File: src/rtl/issue_queue_mw_pkg.sv
// Shared decode-side types for the issue queue and its hazard checker.
// decode_data_t is the payload stored per entry and presented on the issue slots.
package issue_queue_mw_pkg;

    typedef enum logic [3:0] {
        OP_NOP    = 4'd0,
        OP_ALU    = 4'd1,
        OP_LOAD   = 4'd2,
        OP_STORE  = 4'd3,
        OP_BRANCH = 4'd4,
        OP_MULT   = 4'd5,
        OP_MULTU  = 4'd6,
        OP_DIV    = 4'd7,
        OP_DIVU   = 4'd8,
        OP_MTHI   = 4'd9,
        OP_MTLO   = 4'd10,
        OP_MTC0   = 4'd11
    } decoded_op_t;

    typedef struct packed {
        logic regwrite;
        logic hiwrite;
        logic lowrite;
        logic cp0write;
    } decode_ctl_t;

    typedef struct packed {
        decoded_op_t op;
        decode_ctl_t ctl;
        logic [4:0]  rdst;
        logic [4:0]  ra1;
        logic [4:0]  ra2;
        logic [15:0] imm;
    } decode_data_t;

    localparam logic [4:0] REG_ZERO = 5'd0;

    // The multiply/divide unit is single-occupancy, so two of these never pair.
    function automatic logic is_muldiv(input decoded_op_t op);
        case (op)
            OP_MULT, OP_MULTU, OP_DIV, OP_DIVU: return 1'b1;
            default:                            return 1'b0;
        endcase
    endfunction

endpackage

File: src/rtl/issue_queue_mw_issue_pair_check.sv
// Pairing hazard between an older and a younger instruction of one issue group.
// Purely combinational; the top instantiates one per ordered slot pair.
module issue_pair_check
    import issue_queue_mw_pkg::*;
(
    input  decode_data_t i_older,
    input  decode_data_t i_younger,
    output logic         o_hazard
);

    logic w_raw;
    logic w_muldiv;
    logic w_special;

    // r0 is hard-wired, so a write to it never creates a dependency.
    assign w_raw = i_older.ctl.regwrite
                 & (i_older.rdst != REG_ZERO)
                 & ((i_older.rdst == i_younger.ra1) | (i_older.rdst == i_younger.ra2));

    assign w_muldiv  = is_muldiv(i_older.op) & is_muldiv(i_younger.op);

    assign w_special = (i_older.ctl.hiwrite  & i_younger.ctl.hiwrite)
                     | (i_older.ctl.lowrite  & i_younger.ctl.lowrite)
                     | (i_older.ctl.cp0write & i_younger.ctl.cp0write);

    assign o_hazard = w_raw | w_muldiv | w_special;

endmodule

File: src/rtl/issue_queue_mw.sv
// In-order multi-wide issue buffer between decode and execute.
// Circular storage with wrap-bit pointers; optional same-cycle pass-through when empty.
module issue_queue_mw
    import issue_queue_mw_pkg::*;
#(
    parameter int DEPTH    = 16,
    parameter int ENQ_W    = 2,
    parameter int ISSUE_W  = 2,
    parameter int PASSTHRU = 1
) (
    input  logic                             clk,
    input  logic                             resetn,
    input  logic                             flush,
    input  logic         [ENQ_W-1:0]         enq_valid,
    input  decode_data_t [ENQ_W-1:0]         enq_data,
    output logic                             enq_ready,
    input  logic         [ISSUE_W-1:0]       opnd_ok,
    output logic         [ISSUE_W-1:0]       issue_valid,
    output decode_data_t [ISSUE_W-1:0]       issue_data,
    output logic         [$clog2(DEPTH):0]   occupancy
);

    localparam int AW      = $clog2(DEPTH);
    localparam int PW      = AW + 1;
    localparam bit PASS_EN = (PASSTHRU != 0);

    logic [PW-1:0]  r_head;
    logic [PW-1:0]  r_tail;
    decode_data_t   r_mem [DEPTH];

    logic [PW-1:0]               w_occ;
    logic                        w_pass;
    logic                        w_accept;
    logic [ISSUE_W-1:0]          w_cand_valid;
    decode_data_t [ISSUE_W-1:0]  w_cand_data;
    logic [ISSUE_W*ISSUE_W-1:0]  w_haz;
    logic [ISSUE_W-1:0]          w_issue;
    logic [PW-1:0]               w_n_iss;
    logic [PW-1:0]               w_n_enq;
    logic [ENQ_W-1:0]            w_wr_en;
    logic [AW-1:0]               w_wr_idx [ENQ_W];

    // Wrap bit makes tail-head span 0..DEPTH without ambiguity.
    assign w_occ     = r_tail - r_head;
    assign occupancy = w_occ;
    assign enq_ready = (PW'(DEPTH) - w_occ) >= PW'(ENQ_W);
    assign w_pass    = PASS_EN & (w_occ == {PW{1'b0}});
    assign w_accept  = enq_ready & ~flush;

    for (genvar gi = 0; gi < ISSUE_W; gi++) begin : g_cand
        logic [AW-1:0] w_rd_idx;
        assign w_rd_idx = r_head[AW-1:0] + AW'(gi);
        if (gi < ENQ_W) begin : g_pass
            assign w_cand_data[gi]  = w_pass ? enq_data[gi]  : r_mem[w_rd_idx];
            assign w_cand_valid[gi] = w_pass ? enq_valid[gi] : (PW'(gi) < w_occ);
        end else begin : g_nopass
            assign w_cand_data[gi]  = r_mem[w_rd_idx];
            assign w_cand_valid[gi] = ~w_pass & (PW'(gi) < w_occ);
        end
    end

    for (genvar gi = 0; gi < ISSUE_W; gi++) begin : g_row
        for (genvar gj = 0; gj < ISSUE_W; gj++) begin : g_col
            if (gj < gi) begin : g_chk
                issue_pair_check u_pair (
                    .i_older   (w_cand_data[gj]),
                    .i_younger (w_cand_data[gi]),
                    .o_hazard  (w_haz[gi*ISSUE_W+gj])
                );
            end else begin : g_none
                assign w_haz[gi*ISSUE_W+gj] = 1'b0;
            end
        end
    end

    // In-order issue chain: a slot issues only if every older slot issued.
    always_comb begin
        logic w_chain;
        logic w_ok;
        w_issue = {ISSUE_W{1'b0}};
        w_chain = 1'b1;
        w_ok    = 1'b0;
        for (int i = 0; i < ISSUE_W; i++) begin
            w_ok = w_cand_valid[i] & opnd_ok[i] & w_chain;
            for (int j = 0; j < i; j++) begin
                w_ok = w_ok & ~w_haz[i*ISSUE_W+j];
            end
            w_issue[i] = w_ok & ~flush & resetn;
            w_chain    = w_ok;
        end
    end

    assign issue_valid = w_issue;
    assign issue_data  = w_cand_data;

    // Enqueue valids are contiguous and issue is in order, so both counts are popcounts.
    always_comb begin
        w_n_iss = {PW{1'b0}};
        w_n_enq = {PW{1'b0}};
        for (int i = 0; i < ISSUE_W; i++) begin
            w_n_iss = w_n_iss + PW'(w_issue[i]);
        end
        for (int k = 0; k < ENQ_W; k++) begin
            w_n_enq = w_n_enq + PW'(enq_valid[k]);
        end
    end

    // Slots consumed by pass-through skip storage; head still advances past them.
    for (genvar gk = 0; gk < ENQ_W; gk++) begin : g_wr
        assign w_wr_idx[gk] = r_tail[AW-1:0] + AW'(gk);
        assign w_wr_en[gk]  = w_accept & enq_valid[gk] & ~(w_pass & (PW'(gk) < w_n_iss));
    end

    // Head/tail pointers; flush outranks issue and enqueue.
    always_ff @(posedge clk or negedge resetn) begin
        if (!resetn) begin
            r_head <= {PW{1'b0}};
            r_tail <= {PW{1'b0}};
        end else if (flush) begin
            r_head <= r_tail;
            r_tail <= r_tail;
        end else begin
            r_head <= r_head + w_n_iss;
            if (w_accept) begin
                r_tail <= r_tail + w_n_enq;
            end else begin
                r_tail <= r_tail;
            end
        end
    end

    // Entry storage is deliberately left unreset.
    always_ff @(posedge clk) begin
        for (int k = 0; k < ENQ_W; k++) begin
            if (w_wr_en[k]) begin
                r_mem[w_wr_idx[k]] <= enq_data[k];
            end
        end
    end

endmodule

File: config.mk
export PLATFORM = sky130hd
export DESIGN_NAME = issue_queue_mw
export DESIGN_NICKNAME = d
export VERILOG_FILES = /design/src/rtl/issue_queue_mw_pkg.sv /design/src/rtl/issue_queue_mw_issue_pair_check.sv /design/src/rtl/issue_queue_mw.sv
export SDC_FILE = /design/constraint.sdc
export NUM_CORES = 1
export LEC_CHECK = 0
export BUFFER_PORTS_ARGS = -buffer_cell sky130_fd_sc_hd__buf_4
export CORE_MARGIN = 4
export CORE_UTILIZATION = 50
export DETAILED_ROUTE_END_ITERATION = 7
export GPL_TIMING_DRIVEN = 0
export PLACE_DENSITY = 0.67
export SYNTH_ARGS = -nofsm -noshare
export SYNTH_HDL_FRONTEND = slang
export SYNTH_SLANG_ARGS = --single-unit
File: constraint.sdc
create_clock -name clk -period 21.1 [get_ports clk]
set_input_delay 2.11 -clock clk [delete_from_list [all_inputs] [get_ports clk]]
set_output_delay 2.11 -clock clk [all_outputs]
set_load 0.02 [all_outputs]
==> results.txt <==
----------------------------------------------------
[Logic synthesis]
  Share of synthesized cell area in full adder, half adder and majority cells ... 0.583%
  Number of nets in the synthesized netlist ... 2466
  FFs w/ async S/R, synth ... 1.58%
  Count of distinct cell types in the synthesized netlist ... 60
  Mapped Cells ... 2365
  Cell area after synthesis ... 38200 um2
  Share of the synthesized netlist area taken by xor and xnor gates ... 0.599%
  Warning count from the yosys run ... 0
  Dominant combinational cell family by area after synthesis ... multiplexers
  Mean instance size in the synthesized netlist ... 16.2 um2
  Prevailing post-synth register cell ... edfxtp_1
  Flops & latches, synth ... 634
  Simple logic cell fraction of the synthesized area ... 3.65%
  Post-synthesis sequential area ratio ... 49.7%
  Synthesized-area fraction occupied by ao, oa, aoi and oai cells ... 1.49%
  Share of cell area taken by muxes after synthesis ... 40.6%
  Number of enable-type register cells in the synthesized netlist ... 624

[Timing]
  Final period util ... 57.7%
  Total negative slack ... 0 ps
  RSZ-0062 raised after global routing ... false
  Fin. Hold Viols ... 0
  Maximum frequency from static timing analysis ... 0.0821 GHz
  Relative max-transition margin ... 0.316%
  Minimum clock period ... 12180 ps
  Count of final setup violators ... 0
  Largest clock skew in the final design ... 15.5 ps
  Total count of max-transition violations in the final report ... 0
  Tightest Pin Transition ... 1500 ps

[Critical path]
  Critical path data arrival time ... 10070 ps
  Kind of start point of the critical path ... register
  Source of the worst register-to-register timing path ... r_head[3]
  Setup crit start ... r_head[3]
  Critical path type ... register to output port
  Crit path required time ... 18990 ps
  Cell count of the worst reg-to-reg path ... 23
  Maximum net fanout on the critical path ... 10
  RR Endpoint ... r_mem[1][36]
  Element type at the critical path end ... output port
  Worst reg2reg setup slack ... 8990 ps

[Placement]
  Last weighted congestion value of the routability-driven placer ... 0.923
  Port buffer count ... 170
  Estimated wirelength of the detail-placed design ... 95700 um
  Placed instance area ... 41600 um2

[Pwr]
  Total power density per cell area ... 160 nW/um2
  Sw power ... 3050 uW
  Internal power ... 3940 uW
  VDD IR max ... 0.0988 mV
  Combinational Power Share ... 59.4%
  Share of power burned in registers ... 23.1%
  Portion of total power attributed to the clock network ... 17.5%
  Switching share of power ... 43.6%
  Static Leakage ... 0.0148 uW

[Status]
  Violated checks ... max-capacitance violations
  Status ... finished with violations

[Final layout]
  Final instance area ... 43800 um2
  Area growth, synth to finish ... 14.6%
  Share of post-route cells with drive strength above 1 ... 51.6%
  Layout filler cell count ... 5941
  Number of nets in the finished design ... 2758

[Drt]
  Vias per cell ... 7.19
  Length of the first detailed-routing pass in iterations ... 6
  Detailed-route via count ... 26.5k
  Antenna Violating Nets Remaining ... 0
  Post-detailed-route DRC marker count ... 0
  Iteration-0 DRC Markers ... 4428
  Wire length per cell ... 39.1 um
  Total wire length after detailed routing ... 144000 um

[Clock network]
  Clock tree from TritonCTS ... done
  Latest clock arrival within the worst-skew pair ... 630 ps
  CTS root buffer ... clkbuf_16
  Inserted Clock Buffers ... 74
  Clock-pin slew on the worst setup and hold paths ... 60 ps
  CTS hold repair buffers ... 0
  Sink Count ... 634
  Resized Gates After CTS ... 0
  Maximum buffer depth of the clock tree ... 3
  Post-CTS setup buffer count ... 0
  CTS H-Tree Depth ... 3

[Die]
  Die Width ... 284 um
  Starting utilization of the core area ... 50.4%
  Standard-cell row count ... 101
  Placeable core region ... 75800 um2
  Count of pins on the block boundary ... 171
  Die Outline Area ... 80900 um2
  Die H ... 284 um

[Hold path]
  Worst hold path cell count ... 1
  Beginning of the worst hold path ... r_tail[4]
  Hold Path End ... r_tail[4]
  Hold crit path type ... register to register

[Global route]
  Global-route wire length before repair ... 201000 um
  Via count of the first global-routing pass ... 26.8k
  Antenna violations before repair ... 4
  Largest net degree at the start of global routing ... 40
  GRT Total Usage ... 35.2%
  Congestion Overflow GR ... 0

[Flow run]
  Maximum capacitance violations ... 1

----------------------------------------------------
[sequential cells by signal, summed over array words and instances, names as in the netlist]
register / count
r_head: 5
r_mem: 624
r_tail: 5
[layout by cell type (no fill, tap or decap), types with 7 or more instances in the layout]
master	n
clkbuf_16	77
xnor2_1	14
a21oi_1	8
mux2_2	593
buf_16	7
nand2_1	222
buf_4	188
nor3_1	7
buf_6	29
clkinv_1	17
ha_1	13
mux2i_1	29
edfxtp_1	624
nor2_1	16
inv_1	25
nand3_1	9
nor2_4	8
o21ai_0	8
dfrtp_1	10
mux4_2	363
buf_1	29
clkbuf_1	147
buf_2	74
clkinv_2	8
buf_12	12
nand4_1	10
a2111oi_0	8
mux2_1	34
[stage by stage]
stage                     utilization (%)  total power, uW  hold slack [ps]  setup slack (ps)  instances
after floorplan                         -             4090              485             11970       2365
after global placement               53.7             5620              505              3560       3513
after detailed placement             54.8             5710              514              9520       3559
after CTS                            57.7             6920              523              9400       3684
after global routing                 57.7             7180              546              8890       3684
final                                57.7             6990              522              8920       3687
[synthesized netlist by cell type (all sizes together), types with 3 or more instances]
cell / number / area, um2
o32ai: 4 / 35.0
nand3: 10 / 55.1
nor2b: 5 / 31.3
clkbuf: 128 / 480
o21a: 3 / 22.5
nand2: 223 / 837
dfrtp: 10 / 250
inv: 25 / 93.8
nor3: 11 / 55.1
o211ai: 4 / 30.0
a21oi: 10 / 57.6
o22ai: 3 / 18.8
and3: 4 / 25.0
a32oi: 5 / 43.8
mux4: 363 / 8180
fa: 3 / 60.1
mux2i: 29 / 290
or2: 3 / 18.8
nand2b: 4 / 25.0
or4: 3 / 26.3
nand4: 10 / 62.6
a2111oi: 8 / 70.1
o21ai: 8 / 40.0
a31oi: 5 / 31.3
mux2: 627 / 7060
nor4: 9 / 93.8
a21o: 6 / 45.0
nor2: 24 / 90.1
xor2: 5 / 51.3
buf: 127 / 686
xnor2: 16 / 155
a221oi: 6 / 52.6
ha: 13 / 163
edfxtp: 624 / 18700
and2: 4 / 25.0
[cell type report]
class / count / area, um2 / area share, %
well taps: 978 / 1220 / 2.80
repair buffers: 216 / 2020 / 4.62
plain buffers: 255 / 1170 / 2.66
clock inverters: 29 / 211 / 0.483
multi-input cells: 1449 / 18100 / 41.2
clock buffers: 96 / 2000 / 4.56
diodes: 3 / 7.51 / 0.0171
inverters: 27 / 101 / 0.232
flip-flops and latches: 634 / 19000 / 43.4
[logic make-up after synthesis]
| logic type | after synthesis |
|---|---|
| adders and majority gates | 16 |
| AOI/OAI and AO/OA | 76 |
| and+or+nand+nor | 316 |
| xor gates and xnor gates | 22 |
| DFF | 634 |
| buffers and inverters | 282 |
| muxes | 1019 |
[per-layer routing]
layer	up-vias	track usage, %	wire length [um]
met5	-	0	0
met4	0	17.6	9010
met3	481	10.3	19400
met2	2259	53.1	64100
met1	13600	47.1	51600
li1	10200	-	-
[critical path: stages (launching register included)]
cell	delay, ps
dfrtp_1	430
inv_1	170
buf_1	1100
buf_2	610
buf_1	1050
ha_1	470
xor2_1	270
and3_1	210
ha_1	310
clkbuf_1	690
clkbuf_1	810
clkbuf_1	1020
buf_1	730
clkbuf_1	970
nand2_1	130
nand2_1	250
buf_4	190
[worst max path at each step]
| stage | end | slack [ps] |
|---|---|---|
| 2_1_floorplan | r_mem[1][0] | 11970 |
| 3_3_place_gp | r_mem[1][23] | 3560 |
| 3_5_place_dp | r_mem[1][28] | 9520 |
| 4_1_cts | issue_data[73] | 9400 |
| 5_1_grt | issue_data[73] | 8890 |
| 6_report | issue_data[73] | 8920 |
[power by group through the flow]
| stage | registers, uW | clock network (uW) | logic (uW) |
|---|---|---|---|
| 3_5_place_dp | 1640 | 0 | 4070 |
| 3_3_place_gp | 1660 | 0 | 3970 |
| 6_report | 1620 | 1220 | 4160 |
| 2_1_floorplan | 1620 | 0 | 2470 |
| 4_1_cts | 1610 | 1230 | 4080 |
| 5_1_grt | 1630 | 1270 | 4280 |
(Power assumes the default switching activity.)
